## src/rtl/pci_arb_if.sv

```systemverilog
// pci_arb_if: active-low REQ/GNT handshake plus observed FRAME/IRDY shared with the arbiter
interface pci_arb_if #(
  parameter int NUM_MASTERS = 4,
  parameter int IDX_W = 2
);
  logic [NUM_MASTERS-1:0] req;
  logic [NUM_MASTERS-1:0] gnt;
  logic frame;
  logic irdy;
  logic [IDX_W-1:0] owner;
  logic timeout;
  modport master (output req, frame, irdy, input gnt, owner, timeout);
  modport slave (input req, frame, irdy, output gnt, owner, timeout);
endinterface

```

## src/rtl/pci_bus_arbiter.sv

```systemverilog
// pci_bus_arbiter: round-robin central PCI arbiter with hidden arbitration and unused-grant timeout.
// Define PCI_ARB_PARK_EN to park the bus on master 0 while nobody requests.
module pci_bus_arbiter #(
  parameter int NUM_MASTERS = 4,
  parameter int IDLE_TIMEOUT = 16,
  parameter int IDX_W = 2
) (
  input logic clk,
  input logic rst_n,
  pci_arb_if.slave bus
);
  localparam int CW = $clog2(IDLE_TIMEOUT + 1);
  typedef enum logic [1:0] {IDLE, GRANTED, SWITCH} state_t;
  state_t state;
  logic [NUM_MASTERS-1:0] gnt;
  logic [IDX_W-1:0] owner, ptr, win;
  logic timeout, started, any_req, bus_idle, own_req, other_req, to_hit;
  logic [CW-1:0] idle_cnt;
  assign bus.gnt = gnt;
  assign bus.owner = owner;
  assign bus.timeout = timeout;
  assign any_req = ~&bus.req;
  assign bus_idle = bus.frame & bus.irdy;
  assign own_req = ~bus.req[owner];
  assign other_req = |(~bus.req & ~(NUM_MASTERS'(1) << owner));
  assign to_hit = !started && bus_idle && idle_cnt == CW'(IDLE_TIMEOUT - 1);
  // Search from ptr+1 so the last owner is considered only after everyone else.
  always_comb begin
    logic found;
    logic [IDX_W-1:0] idx;
    win = ptr;
    found = 1'b0;
    idx = '0;
    for (int i = 1; i <= NUM_MASTERS; i++) begin
      idx = IDX_W'((int'(ptr) + i) % NUM_MASTERS);
      if (!found && !bus.req[idx]) begin
        win = idx;
        found = 1'b1;
      end
    end
  end
  always_ff @(posedge clk or negedge rst_n) begin
    if (!rst_n) begin
      state <= IDLE;
      gnt <= '1;
      owner <= '0;
      ptr <= IDX_W'(NUM_MASTERS - 1);
      timeout <= 1'b0;
      started <= 1'b0;
      idle_cnt <= '0;
    end else begin
      timeout <= 1'b0;
      case (state)
        IDLE: begin
`ifdef PCI_ARB_PARK_EN
          if (!gnt[0]) begin
            if (!bus.req[0]) begin
              state <= GRANTED;
              owner <= '0;
              ptr <= '0;
            end else if (any_req) begin
              gnt <= '1;
              state <= SWITCH;
            end
          end else if (any_req) begin
            gnt <= ~(NUM_MASTERS'(1) << win);
            owner <= win;
            ptr <= win;
            state <= GRANTED;
          end else begin
            gnt[0] <= 1'b0;
            owner <= '0;
          end
`else
          if (any_req) begin
            gnt <= ~(NUM_MASTERS'(1) << win);
            owner <= win;
            ptr <= win;
            state <= GRANTED;
          end
`endif
        end
        GRANTED: begin
          started <= started | ~bus.frame;
          idle_cnt <= (bus_idle && !started) ? idle_cnt + 1'b1 : '0;
          if (to_hit || (other_req && started) || (!own_req && (bus_idle || started))) begin
            gnt <= '1;
            state <= SWITCH;
            timeout <= to_hit;
            started <= 1'b0;
            idle_cnt <= '0;
          end
        end
        SWITCH: begin
          if (any_req) begin
            gnt <= ~(NUM_MASTERS'(1) << win);
            owner <= win;
            ptr <= win;
            state <= GRANTED;
          end else begin
            state <= IDLE;
          end
        end
        default: state <= IDLE;
      endcase
    end
  end
endmodule

```

## src/flat_wrapper.sv

```systemverilog
// flat-port wrapper written by rule: the top's interface ports become plain ports
module pci_bus_arbiter_flat 
#(
  parameter int NUM_MASTERS = 4,
  parameter int IDLE_TIMEOUT = 16,
  parameter int IDX_W = 2
)
  (clk, rst_n, bus_req, bus_frame, bus_irdy, bus_gnt, bus_owner, bus_timeout);
  pci_arb_if #(.NUM_MASTERS(NUM_MASTERS), .IDX_W(IDX_W)) bus_i ();
  input logic clk;
  input logic rst_n;
  input wire logic [$bits(bus_i.req)-1:0] bus_req;
  input wire logic [$bits(bus_i.frame)-1:0] bus_frame;
  input wire logic [$bits(bus_i.irdy)-1:0] bus_irdy;
  output wire logic [$bits(bus_i.gnt)-1:0] bus_gnt;
  output wire logic [$bits(bus_i.owner)-1:0] bus_owner;
  output wire logic [$bits(bus_i.timeout)-1:0] bus_timeout;
  assign bus_i.req = bus_req;
  assign bus_i.frame = bus_frame;
  assign bus_i.irdy = bus_irdy;
  assign bus_gnt = bus_i.gnt;
  assign bus_owner = bus_i.owner;
  assign bus_timeout = bus_i.timeout;
  pci_bus_arbiter #(.NUM_MASTERS(NUM_MASTERS), .IDLE_TIMEOUT(IDLE_TIMEOUT), .IDX_W(IDX_W)) u_core (.clk(clk), .rst_n(rst_n), .bus(bus_i));
endmodule
```

## config.mk

```make
export PLATFORM = sky130hd
export DESIGN_NAME = pci_bus_arbiter_flat
export DESIGN_NICKNAME = d
export VERILOG_FILES = /design/src/rtl/pci_arb_if.sv /design/src/rtl/pci_bus_arbiter.sv /design/src/flat_wrapper.sv
export SDC_FILE = /design/constraint.sdc
export NUM_CORES = 1
export LEC_CHECK = 0
export ABC_CLOCK_PERIOD_IN_PS = 2200
export CORE_MARGIN = 2
export CORE_UTILIZATION = 25
export DETAILED_ROUTE_END_ITERATION = 10
export PLACE_DENSITY = 0.46
export SLEW_MARGIN = 5
export SYNTH_ARGS = -nofsm -noshare
export SYNTH_HDL_FRONTEND = slang
export SYNTH_SLANG_ARGS = --single-unit
```

## constraint.sdc

```tcl
create_clock -name clk -period 2.2 [get_ports clk]
set_input_delay 0.44 -clock clk [delete_from_list [all_inputs] [get_ports clk]]
set_output_delay 0.44 -clock clk [all_outputs]
set_load 0.03 [all_outputs]
```

Word-level counts from Yosys, hierarchy flattened
Index checks and enable logic that the tools add are counted.
{ "totals": {"register_bits": 17, "in_bits": 8, "wordCells": 86} }
{ "classes": {"eq_ne": 6, "n_lt_le_gt_ge": 5, "n_mux": 29, "addsub": 5, "n_reduce_logical": 24, "shifts": 2, "bitwise": 8} }
{ "ops": {"columns": ["op", "count"], "rows": [
  ["less-than comparator 2 x 3 -> 1 bit, second input constant", 5],
  ["two-way mux 1 bit", 12],
  ["two-way mux 2 bit", 6],
  ["NOT 4 bit", 3],
  ["binary-select mux 1 bit (select 2 bit)", 5],
  ["two-way mux 5 bit", 2],
  ["two-way mux 4 bit", 2],
  ["one-hot mux 4 bit (2 select lines)", 1],
  ["<< shifter 1 x 2 -> 4 bit, first input constant", 2],
  ["logical AND 1 bit", 7],
  ["zero test 1 bit", 6],
  ["one-hot mux 2 bit (3 select lines)", 1],
  ["adder 5 x 1 -> 5 bit, second input constant", 1],
  ["equality test 5 x 4 -> 1 bit, second input constant", 1],
  ["adder 2 x 1 -> 2 bit, second input constant", 2],
  ["adder 2 bit, second input constant", 2],
  ["AND 4 bit", 1],
  ["inequality test 2 bit, second input constant", 2],
  ["AND reduction 2 bit", 2],
  ["AND reduction 4 bit", 1],
  ["OR reduction 4 bit", 1],
  ["logical OR 1 bit", 3],
  ["AND reduction 3 bit", 1],
  ["equality test 2 x 1 -> 1 bit, second input constant", 1],
  ["other kinds (8)", 9]
]} }

Logic depth before layout (Yosys ltp)
Gate-level depths: netlist (run 1).
{ "logic_depth": {"ltp_word": 16, "depth_mapped": 7, "mapped_depth_nobuf": 7} }

Least setup slack after synthesis (run 1)
Ideal clock, no wire load.
{ "synth_path": {"path_type": "flip-flop to flip-flop", "startpoint": "reg u_core.owner[0], in the netlist u_core.bus.owner[0]", "endpoint": "reg u_core.idle_cnt[2]", "arrival_time_ps": 1824, "path_stages_with_launch": 5, "setup_slack_ps": 300, "t_required_ps": 2124, "period_less_slack_ps": 1900, "path_cell_list": "dfrtp_1 -> mux4_2 -> or2_4 -> or3_4 -> o21ai_1"} }
{ "synth_between": {"elab_chain_cells": 8} }
{ "synth_rtl": {"columns": ["element", "line_no", "source"], "rows": [
  ["start: declaration", "pci_bus_arbiter.sv:16", "logic [IDX_W-1:0] owner, ptr, win;"],
  ["start signal: assignment", "pci_bus_arbiter.sv:77", "owner <= win;"],
  ["start signal: assignment", "pci_bus_arbiter.sv:97", "owner <= win;"],
  ["<< shifter 1 x 2 -> 4 bit", "pci_bus_arbiter.sv:25", "assign other_req = |(~bus.req & ~(NUM_MASTERS'(1) << owner));"],
  ["NOT 4 bit", "pci_bus_arbiter.sv:25", null],
  ["AND 4 bit", "pci_bus_arbiter.sv:25", null],
  ["OR reduction 4 bit", "pci_bus_arbiter.sv:25", null],
  ["logical AND 1 bit", "pci_bus_arbiter.sv:86", "if (to_hit || (other_req && started) || (!own_req && (bus_idle || started))) begin"],
  ["logical OR 1 bit", "pci_bus_arbiter.sv:86", null],
  ["logical OR 1 bit (*)", "pci_bus_arbiter.sv:86", null],
  ["two-way mux 5 bit (*)", "pci_bus_arbiter.sv:86", null],
  ["end signal: assignment", "pci_bus_arbiter.sv:85", "idle_cnt <= (bus_idle && !started) ? idle_cnt + 1'b1 : '0;"],
  ["end: declaration", "pci_bus_arbiter.sv:18", "logic [CW-1:0] idle_cnt;"]
]} }
Mark *: on every way between the ends. The rest lies on a longest branch, timed or not. The select of a mux whose other input is x is not followed.
A chain may end at the register's enable or synchronous reset.

Final worst setup path (run 1)
{ "layout_path": {"startpoint": "in bus_req[3]", "endpoint": "reg u_core.gnt[2], in the netlist u_core.bus.gnt[2]"} }
{ "layout_between": {"elab_chain_cells": 15} }
{ "layout_rtl": {"columns": ["element", "line_no", "source"], "rows": [
  ["start: declaration", "flat_wrapper.sv:12", "input wire logic [$bits(bus_i.req)-1:0] bus_req;"],
  ["binary-select mux 1 bit (select 2 bit)", "pci_bus_arbiter.sv:36", "if (!found && !bus.req[idx]) begin"],
  ["two-way mux 1 bit (not written as such)", "pci_bus_arbiter.sv:36", null],
  ["zero test 1 bit", "pci_bus_arbiter.sv:36", null],
  ["logical AND 1 bit", "pci_bus_arbiter.sv:36", null],
  ["two-way mux 1 bit", "pci_bus_arbiter.sv:36", null],
  ["zero test 1 bit", "pci_bus_arbiter.sv:36", null],
  ["logical AND 1 bit", "pci_bus_arbiter.sv:36", null],
  ["two-way mux 1 bit", "pci_bus_arbiter.sv:36", null],
  ["zero test 1 bit", "pci_bus_arbiter.sv:36", null],
  ["logical AND 1 bit", "pci_bus_arbiter.sv:36", null],
  ["two-way mux 2 bit", "pci_bus_arbiter.sv:36", null],
  ["<< shifter 1 x 2 -> 4 bit", "pci_bus_arbiter.sv:76, pci_bus_arbiter.sv:96", null],
  ["NOT 4 bit", "pci_bus_arbiter.sv:76, pci_bus_arbiter.sv:96", null],
  ["two-way mux 4 bit", "pci_bus_arbiter.sv:75, pci_bus_arbiter.sv:95", null],
  ["one-hot mux 4 bit (2 select lines)", "pci_bus_arbiter.sv:53", "case (state)"],
  ["end signal: assignment", "pci_bus_arbiter.sv:76", "gnt <= ~(NUM_MASTERS'(1) << win);"],
  ["end signal: assignment", "pci_bus_arbiter.sv:96", "gnt <= ~(NUM_MASTERS'(1) << win);"],
  ["end: declaration", "pci_bus_arbiter.sv:15", "logic [NUM_MASTERS-1:0] gnt;"]
]} }
Parallel ways exist; a longest one is shown, timed or not. The select of a mux whose other input is x is not followed.

==> results.json, run 1 <==
{
  "end_kind": "flip-flop",
  "fin_tns_setup_ns": 0,
  "synth_ff_type": "dfrtp_1",
  "clk_latency_ns": 0.24,
  "die_height_um": 65.7,
  "drc": 0,
  "synth-xor-area-share": 0.00921,
  "syn-instance-count": 95,
  "synth.area.mux_share": 0.0342,
  "synth.distinct_cells": 37,
  "tightest_slew_ns": 0.447,
  "antenna_cells": 0,
  "num_vias": 736,
  "place_ws_ns": -0.0483,
  "clockBufferDepth": 2,
  "placementRows": 22,
  "ctsResizeCount": 0,
  "cp_cell_sequence": "clkdlybuf4s50_1 > mux4_2 > or2_4 > a21oi_2 > a22oi_1 > o32a_1",
  "crit_slowest_cell": "mux4_2",
  "gp_congestion": 0.684,
  "required_ns": 2.37,
  "worst-path-max-fanout": 4,
  "cts_buffers": 3,
  "worst_ep_arrival_time_ns": 2.14,
  "synthAdderAreaFrac": 0.0263,
  "syn_nets": 105,
  "antenna_found_initial": 0,
  "areaGrowthSynthToFinish_pct": 27.4,
  "io_pins": 15,
  "grt_setup_unrepaired": "no",
  "die_x_um": 65.7,
  "yosys.area_share.simple": 0.207,
  "drtIter0Drc": 35,
  "fin_crit_sh": 0.896,
  "yosys_register_bits": 17,
  "synth_top_family_by_area": "simple AND/OR/NAND/NOR gates",
  "worst_slack_ns": 0.228,
  "whs_ns": 0.506,
  "p_leak_nw": 0.516,
  "hp-class": "in -> async",
  "fmaxAchievable_ghz": 0.507,
  "syn_area_per_cell_um2": 10.0,
  "cts.clk_slew.worst_paths_ns": 0.06,
  "synth_compound_area_frac": 0.205,
  "cts_tree": "yes",
  "grt_overflow_total": 0,
  "status": "complete, no violations",
  "critical_path_class": "in -> reg",
  "wl_per_cell_um": 12.0,
  "die_area_mm2": 0.00431,
  "grt_pass1_vias": 729,
  "ys_warn_count": 0,
  "async_flop_share": 1.00,
  "first_pass_iters": 4,
  "cts_hold_buffers": 0,
  "dpl.hpwl_um": 1550,
  "fin_crit_ns": 1.97,
  "slew_headroom": 0.701,
  "timing_hold_violations_final": 0,
  "cts_root_buffer": "clkbuf_8",
  "grt_pass1_wl_um": 3460,
  "core_mm2": 0.00366,
  "h-tree-depth": 1,
  "clock_sinks": 17,
  "synth-edff-count": 0,
  "setup_viol": 0,
  "cap_violations": 0,
  "finalClockSkew_ns": 0.00113,
  "wl_um": 1970,
  "grt_max_degree": 18,
  "p_per_area_mw_per_mm2": 1190,
  "grt_use_total": 0.106,
  "startpoint_type": "input port",
  "synth_area_um2": 951,
  "max_stage_delay_ns": 0.48,
  "port_buffers": 14,
  "synth-seq-area-share": 0.455,
  "initial_core_util": 0.260,
  "final-max-slew-violation-count": 0,
  "final_layout_size_suffix_gt1_frac": 0.224,
  "drtAntennaViolNets": 0,
  "num-nets-final": 127,
  "postCtsSetupRepairBufs": 0,
  "vdd_drop_max_mv": 0.509,
  "via_per_inst": 4.49
}
-- final cells by class --
cell class | count | area, um2
fillers | 389 | 2450
multi-input cells | 69 | 458
flip-flops and latches | 17 | 433
repair buffers | 22 | 200
well taps | 48 | 60.1
clock buffers | 4 | 45.0
inverters | 4 | 15.0
-- power by group --
group / total (W) / switching (W) / internal [W] / leakage (nW)
clock network: 0.000224 / 0.0000961 / 0.000128 / 0.0228
registers: 0.000552 / 0.000108 / 0.000444 / 0.206
logic: 0.000664 / 0.000360 / 0.000304 / 0.287
total: 0.00144 / 0.000564 / 0.000876 / 0.516
-- stage by stage --
stage / cells / area, um2 / total power, W / utilization
floorplan: 95 / 951 / 0.000999 / -
global placement: 160 / 1170 / 0.00121 / 0.319
CTS: 164 / 1210 / 0.00146 / 0.331
finish: 164 / 1210 / 0.00144 / 0.331
global route: 164 / 1210 / 0.00157 / 0.331
detailed placement: 160 / 1170 / 0.00123 / 0.319
-- worst max-delay path: cells and delay by family --
kind                   cells  cell delay (ns)
buffers and inverters      1             0.42
muxes                      1             0.48
AOI/OAI and AO/OA          3             0.56
and+or+nand+nor            1             0.25
-- Yosys cell counts, types with 2 or more instances --
cell type	count	area, um2
buf_6	3	33.8
a21oi_1	3	15.0
and3_1	2	12.5
o21ai_0	3	15.0
nand2_1	7	26.3
nor2b_1	2	12.5
o211ai_1	2	15.0
o21ai_1	3	15.0
nand3_1	3	15.0
o21ai_2	3	26.3
ha_1	2	25.0
nand2b_1	2	12.5
nor2_1	14	52.6
and3b_1	3	26.3
inv_1	4	15.0
dfrtp_1	11	275
dfstp_2	6	158
a2bb2oi_1	3	26.3
-- sequential cells by signal (all words and copies together), names as in the netlist --
name / flops
u_core.idle_cnt: 5
u_core.state: 2
u_core.started: 1
u_core.bus.timeout: 1
u_core.bus.owner: 2
u_core.bus.gnt: 4
u_core.ptr: 2
-- logic make-up (layout without fill, tap and decap cells) --
logic type | Yosys count | after routing
simple gates | 38 | 38
compound gates | 26 | 26
flops | 17 | 17
buf+inv | 9 | 30
fa+ha+maj | 2 | 2
mux | 2 | 2
xor+xnor | 1 | 1
-- routing by layer --
metal  global-route usage  part of all wire  up-vias  routed length, um
met4               0.0391             0.015        0                 30
met3               0.0342             0.037        2                 73
met2                0.152              0.43       15                849
met5                    0                 0        -                  0
met1                0.149              0.52      339               1020
li1                     -                 -      380                  -
-- cell usage in the layout (no fill, tap or decap), drive strengths merged --
cell / count
and3b: 3
dfrtp: 11
a41oi: 1
or3: 1
nor3b: 1
o31ai: 1
inv: 4
o211ai: 2
ha: 2
or2: 2
dfstp: 6
nand2: 7
clkdlybuf4s50: 14
o32a: 1
nand2b: 2
nor3: 1
o22a: 1
o22ai: 1
o21ai: 9
mux4: 1
nor2: 14
buf: 8
and3: 2
a41o: 1
clkbuf: 4
nand3: 3
xor2: 1
a22oi: 1
nor2b: 2
a2bb2oi: 3
a21oi: 4
mux2i: 1
o2bb2ai: 1
-- final timing paths --
path                            cells after the start                from                  to  slack (ns)
worst min-delay path                                2               rst_n  u_core.bus.timeout        0.51
max in group asynchronous                           2               rst_n       u_core.ptr[0]        1.43
worst max register to register                      7  u_core.idle_cnt[0]   u_core.bus.gnt[2]        0.25
min in group clk                                    1  u_core.idle_cnt[0]  u_core.idle_cnt[0]        0.51
worst max-delay path                                6          bus_req[3]   u_core.bus.gnt[2]        0.23
worst min register to register                      1  u_core.idle_cnt[0]  u_core.idle_cnt[0]        0.51
(Power assumes the default switching activity.)
==> inputs of run 2 (changes only) <==
--- a/config.mk
+++ b/config.mk
@@ -6,10 +6,11 @@
 export NUM_CORES = 1
 export LEC_CHECK = 0
 export ABC_CLOCK_PERIOD_IN_PS = 2200
-export CORE_MARGIN = 2
+export CORE_MARGIN = 3
 export CORE_UTILIZATION = 25
 export DETAILED_ROUTE_END_ITERATION = 10
 export PLACE_DENSITY = 0.46
+export RECOVER_POWER = 25
 export SLEW_MARGIN = 5
 export SYNTH_ARGS = -nofsm -noshare
 export SYNTH_HDL_FRONTEND = slang
==> results.json, run 2 (synthesis results as in run 1) <==
{
  "fin_area_mm2": 0.00120,
  "via_per_inst": 4.73,
  "drc": 0,
  "startpoint_type": "input port",
  "fin_crit_sh": 0.902,
  "ctsResizeCount": 0,
  "cts_buffers": 3,
  "vdd_drop_max_mv": 0.522,
  "cts_tree": "yes",
  "fin_crit_ns": 1.98,
  "cts_root_buffer": "clkbuf_8",
  "finalClockSkew_ns": 0.00305,
  "wl_um": 1980,
  "initial_core_util": 0.272,
  "dpl.hpwl_um": 1500,
  "gp_congestion": 0.743,
  "wl_met3_um": 154,
  "p_leak_nw": 0.508,
  "first_pass_iters": 5,
  "p_per_area_mw_per_mm2": 1190,
  "worst-path-max-fanout": 4,
  "areaGrowthSynthToFinish_pct": 25.9,
  "largestRegisters": "u_core.idle_cnt (5), u_core.bus.gnt (4)",
  "drtAntennaViolNets": 0,
  "post_dp_cell_area_mm2": 0.00116,
  "post-place-cells": 157,
  "num_vias": 762,
  "wl_met2_um": 850,
  "grt_pass1_vias": 709,
  "grt_max_degree": 18,
  "grt_pass1_wl_um": 3310,
  "multi_input_area_um2": 458,
  "hp-class": "reg -> reg",
  "final-max-slew-violation-count": 0,
  "layout_commonest_cell": "nor2_1",
  "postCtsSetupRepairBufs": 0,
  "worst_ep_arrival_time_ns": 2.17,
  "end_kind": "flip-flop",
  "h-tree-depth": 1,
  "die_x_um": 67.7,
  "cap_violations": 0,
  "seq_area_um2": 433,
  "num-nets-final": 126,
  "port_buffers": 14,
  "clk_latency_ns": 0.25,
  "die_area_mm2": 0.00458,
  "grt_use_total": 0.0984,
  "final_layout_size_suffix_gt1_frac": 0.209,
  "placementRows": 21,
  "grt_overflow_total": 0,
  "n_fill_cell": 349,
  "timing_hold_violations_final": 0,
  "drt-met1-wl_um": 948,
  "antenna_cells": 0,
  "wl_per_cell_um": 12.3,
  "clockBufferDepth": 2,
  "largest_reg_flops": 5,
  "grt_setup_unrepaired": "no",
  "registers.top_by_ff_count": "u_core.idle_cnt",
  "cts.clk_slew.worst_paths_ns": 0.07,
  "setup_viol": 0,
  "io_pins": 15,
  "core_mm2": 0.00349,
  "antenna_found_initial": 0,
  "final_cell_mix": "14 x nor2_1, 13 x clkdlybuf4s50_1, 11 x dfrtp_1",
  "clock_sinks": 17,
  "slew_headroom": 0.360,
  "tightest_slew_ns": 0.960,
  "drtIter0Drc": 23,
  "die_height_um": 67.7,
  "stdcell_count": 161,
  "cts_hold_buffers": 0,
  "status": "complete, no violations",
  "dr.max_layer_used": "met4",
  "required_ns": 2.38,
  "fmaxAchievable_ghz": 0.504,
  "critical_path_class": "in -> reg"
}
==> run 2: cell types whose count changed in the layout (fill, tap and decap cells not counted), sizes merged <==
cell,delta
buf,-2
clkbuf,+1
clkdlybuf4s50,-1
dlygate4sd3,+1
==> run 2: metal layers <==
metal | vias up | global-route usage
met5 | - | 0
met4 | 0 | 0.0380
met3 | 4 | 0.0433
met2 | 28 | 0.136
met1 | 354 | 0.133
li1 | 376 | -
==> run 2: power by group <==
part           leakage (nW)  internal, W  total (W)  switching, W
clock                0.0228     0.000128   0.000234      0.000105
combinational         0.279     0.000293   0.000647      0.000354
sequential            0.206     0.000444   0.000548      0.000103
==> run 2: critical path, cell delays in order <==
cell and delay [ns]:
clkdlybuf4s50_1 0.43, mux4_2 0.48, or2_4 0.25, a21oi_2 0.17, a22oi_1 0.16, o22a_1 0.22
==> run 2: cell type report <==
class | instances | share of cell area
clock buffers | 4 | 0.0376
inverters | 4 | 0.0125
multi-input cells | 69 | 0.382
flip-flops and latches | 17 | 0.362
well taps | 46 | 0.0481
repair buffers | 21 | 0.158
==> run 2: worst paths after layout <==
path	startpoint	endpoint	slack, ns	cells past startpoint
worst max-delay path	bus_req[3]	u_core.bus.gnt[0]	0.22	6
worst min-delay path	u_core.bus.gnt[1]	u_core.bus.gnt[1]	0.51	1
worst max register to register	u_core.idle_cnt[0]	u_core.bus.gnt[0]	0.24	7
worst min register to register	u_core.bus.gnt[1]	u_core.bus.gnt[1]	0.51	1
max in group asynchronous	rst_n	u_core.started	0.77	2
min in group asynchronous	rst_n	u_core.idle_cnt[0]	0.85	2
==> run 2: per-stage QoR <==
stage          hold WS, ns  power [W]  setup slack [ns]  TNS, ns  utilization
3_5_place_dp         0.497    0.00121           -0.0542   -0.181        0.331
4_1_cts              0.511    0.00145             0.213        0        0.344
3_3_place_gp         0.497    0.00120           -0.0299  -0.0825        0.331
6_report             0.506    0.00143             0.217        0        0.343
5_1_grt              0.528    0.00154             0.134        0        0.343
2_1_floorplan        0.144   0.000999             0.300        0            -
==> inputs of run 3 (changes only) <==
--- a/config.mk
+++ b/config.mk
@@ -9,8 +9,10 @@
 export CORE_MARGIN = 3
 export CORE_UTILIZATION = 25
 export DETAILED_ROUTE_END_ITERATION = 10
+export GPL_ROUTABILITY_DRIVEN = 0
 export PLACE_DENSITY = 0.46
 export RECOVER_POWER = 25
+export REMOVE_ABC_BUFFERS = 1
 export SLEW_MARGIN = 5
 export SYNTH_ARGS = -nofsm -noshare
 export SYNTH_HDL_FRONTEND = slang
==> results.json, run 3 (synthesis results as in run 1) <==
{
  "status": "complete, no violations",
  "p_leak_nw": 0.517,
  "initial_core_util": 0.272,
  "internal_power_w": 0.000877,
  "grt_use_total": 0.106,
  "die_area_mm2": 0.00458,
  "final_cell_mix": "14 x nor2_1, 13 x clkdlybuf4s50_1, 11 x dfrtp_1",
  "fin_crit_sh": 0.915,
  "final-max-slew-violation-count": 0,
  "core_mm2": 0.00349,
  "h-tree-depth": 1,
  "final_layout_size_suffix_gt1_frac": 0.222,
  "antenna_cells": 0,
  "path_delay_family": "compound AO/OA/AOI/OAI gates",
  "drtIter0Drc": 19,
  "ctsResizeCount": 0,
  "crit_slowest_cell": "mux4_2",
  "required_ns": 2.38,
  "p_per_area_mw_per_mm2": 1200,
  "setup_viol": 0,
  "finalClockSkew_ns": 0.00247,
  "worst-path-buf-inv": 1,
  "grt_pass1_wl_um": 3580,
  "cts_hold_buffers": 0,
  "critical_path_class": "in -> reg",
  "placementRows": 21,
  "antenna_found_initial": 0,
  "startpoint_type": "input port",
  "clk_latency_ns": 0.25,
  "cts.clk_slew.worst_paths_ns": 0.07,
  "hp-class": "reg -> reg",
  "drc": 0,
  "max_stage_delay_ns": 0.49,
  "slew_headroom": 0.389,
  "die_x_um": 67.7,
  "combPwrFrac": 0.459,
  "drtAntennaViolNets": 0,
  "largest_reg_flops": 5,
  "num-nets-final": 128,
  "cts_tree": "yes",
  "worst-path-max-fanout": 4,
  "p_total_w": 0.00145,
  "fin_crit_ns": 2.01,
  "clock_sinks": 17,
  "registers.top_by_ff_count": "u_core.idle_cnt",
  "grt_pass1_vias": 730,
  "fmaxAchievable_ghz": 0.497,
  "layout_commonest_cell": "nor2_1",
  "cts_buffers": 3,
  "tightest_slew_ns": 0.916,
  "areaGrowthSynthToFinish_pct": 27.5,
  "cp_cell_sequence": "clkdlybuf4s50_1 > mux4_2 > or2_4 > a21oi_2 > a22oi_1 > o22a_1",
  "num_vias": 763,
  "cap_violations": 0,
  "worst_ep_arrival_time_ns": 2.19,
  "grt_max_degree": 18,
  "largestRegisters": "u_core.idle_cnt (5), u_core.bus.gnt (4)",
  "p_clk_frac": 0.160,
  "clockBufferDepth": 2,
  "seqPwrFrac": 0.381,
  "first_pass_iters": 4,
  "worst_slack_ns": 0.187,
  "dpl.hpwl_um": 1610,
  "postCtsSetupRepairBufs": 0,
  "swShare": 0.396,
  "grt_overflow_total": 0,
  "die_height_um": 67.7,
  "cts_root_buffer": "clkbuf_8",
  "port_buffers": 14,
  "vdd_drop_max_mv": 0.752,
  "timing_hold_violations_final": 0,
  "place_ws_ns": -0.0803,
  "via_per_inst": 4.68,
  "end_kind": "flip-flop",
  "io_pins": 15,
  "grt_setup_unrepaired": "no",
  "wl_um": 2080,
  "power_switching_w": 0.000575,
  "wl_per_cell_um": 12.8
}
==> run 3: changes by cell type in the layout (fill, tap and decap cells not counted), sizes merged <==
cell / before / now
buf: 6 / 8
==> run 3: area by class of cell <==
class	count	area, um2
fillers	358	2280
well taps	46	57.6
clock buffers	4	45.0
inverters	4	15.0
flip-flops and latches	17	433
multi-input cells	69	458
repair buffers	23	204
==> run 3: path summary, 6_finish.rpt <==
path	from	endpoint	slack (ns)	depth (start not counted)
hold / removal	u_core.bus.gnt[1]	u_core.bus.gnt[1]	0.51	1
hold reg to reg	u_core.bus.gnt[1]	u_core.bus.gnt[1]	0.51	1
setup / recovery	bus_req[3]	u_core.bus.gnt[0]	0.19	6
max in group asynchronous	rst_n	u_core.state[0]	0.80	2
min in group asynchronous	rst_n	u_core.bus.owner[0]	0.83	2
setup reg to reg	u_core.idle_cnt[0]	u_core.bus.gnt[0]	0.25	7
==> run 3: power groups by stage <==
stage	sequential, W	clock [W]	combinational, W
floorplan	0.000615	0	0.000365
global placement	0.000554	0	0.000664
detailed placement	0.000559	0	0.000673
CTS	0.000554	0.000248	0.000675
global route	0.000574	0.000262	0.000728
finish	0.000553	0.000233	0.000666
==> run 3: through the flow <==
step           instance area [um2]  hold WS [ns]  TNS [ns]  utilization  cells
2_1_floorplan                  906         0.144         0            -     90
3_3_place_gp                  1170         0.496    -0.101        0.335    159
3_5_place_dp                  1170         0.505    -0.378        0.335    159
4_1_cts                       1220         0.518         0        0.348    163
5_1_grt                       1210         0.523         0        0.347    163
6_report                      1210         0.511         0        0.347    163
==> run 3: worst reg2reg max path, cell delays in order (launching register included) <==
cell	delay, ns
dfrtp_1	0.42
ha_1	0.24
and3_1	0.19
ha_1	0.21
or2_4	0.27
a21oi_2	0.17
a22oi_1	0.17
o22a_1	0.22
==> run 3: layer usage <==
| layer | track usage | share of wire | up-vias |
|---|---|---|---|
| li1 | - | - | 386 |
| met1 | 0.152 | 0.54 | 364 |
| met2 | 0.152 | 0.42 | 11 |
| met3 | 0.0266 | 0.026 | 2 |
| met4 | 0.0380 | 0.013 | 0 |
| met5 | 0 | 0 | - |
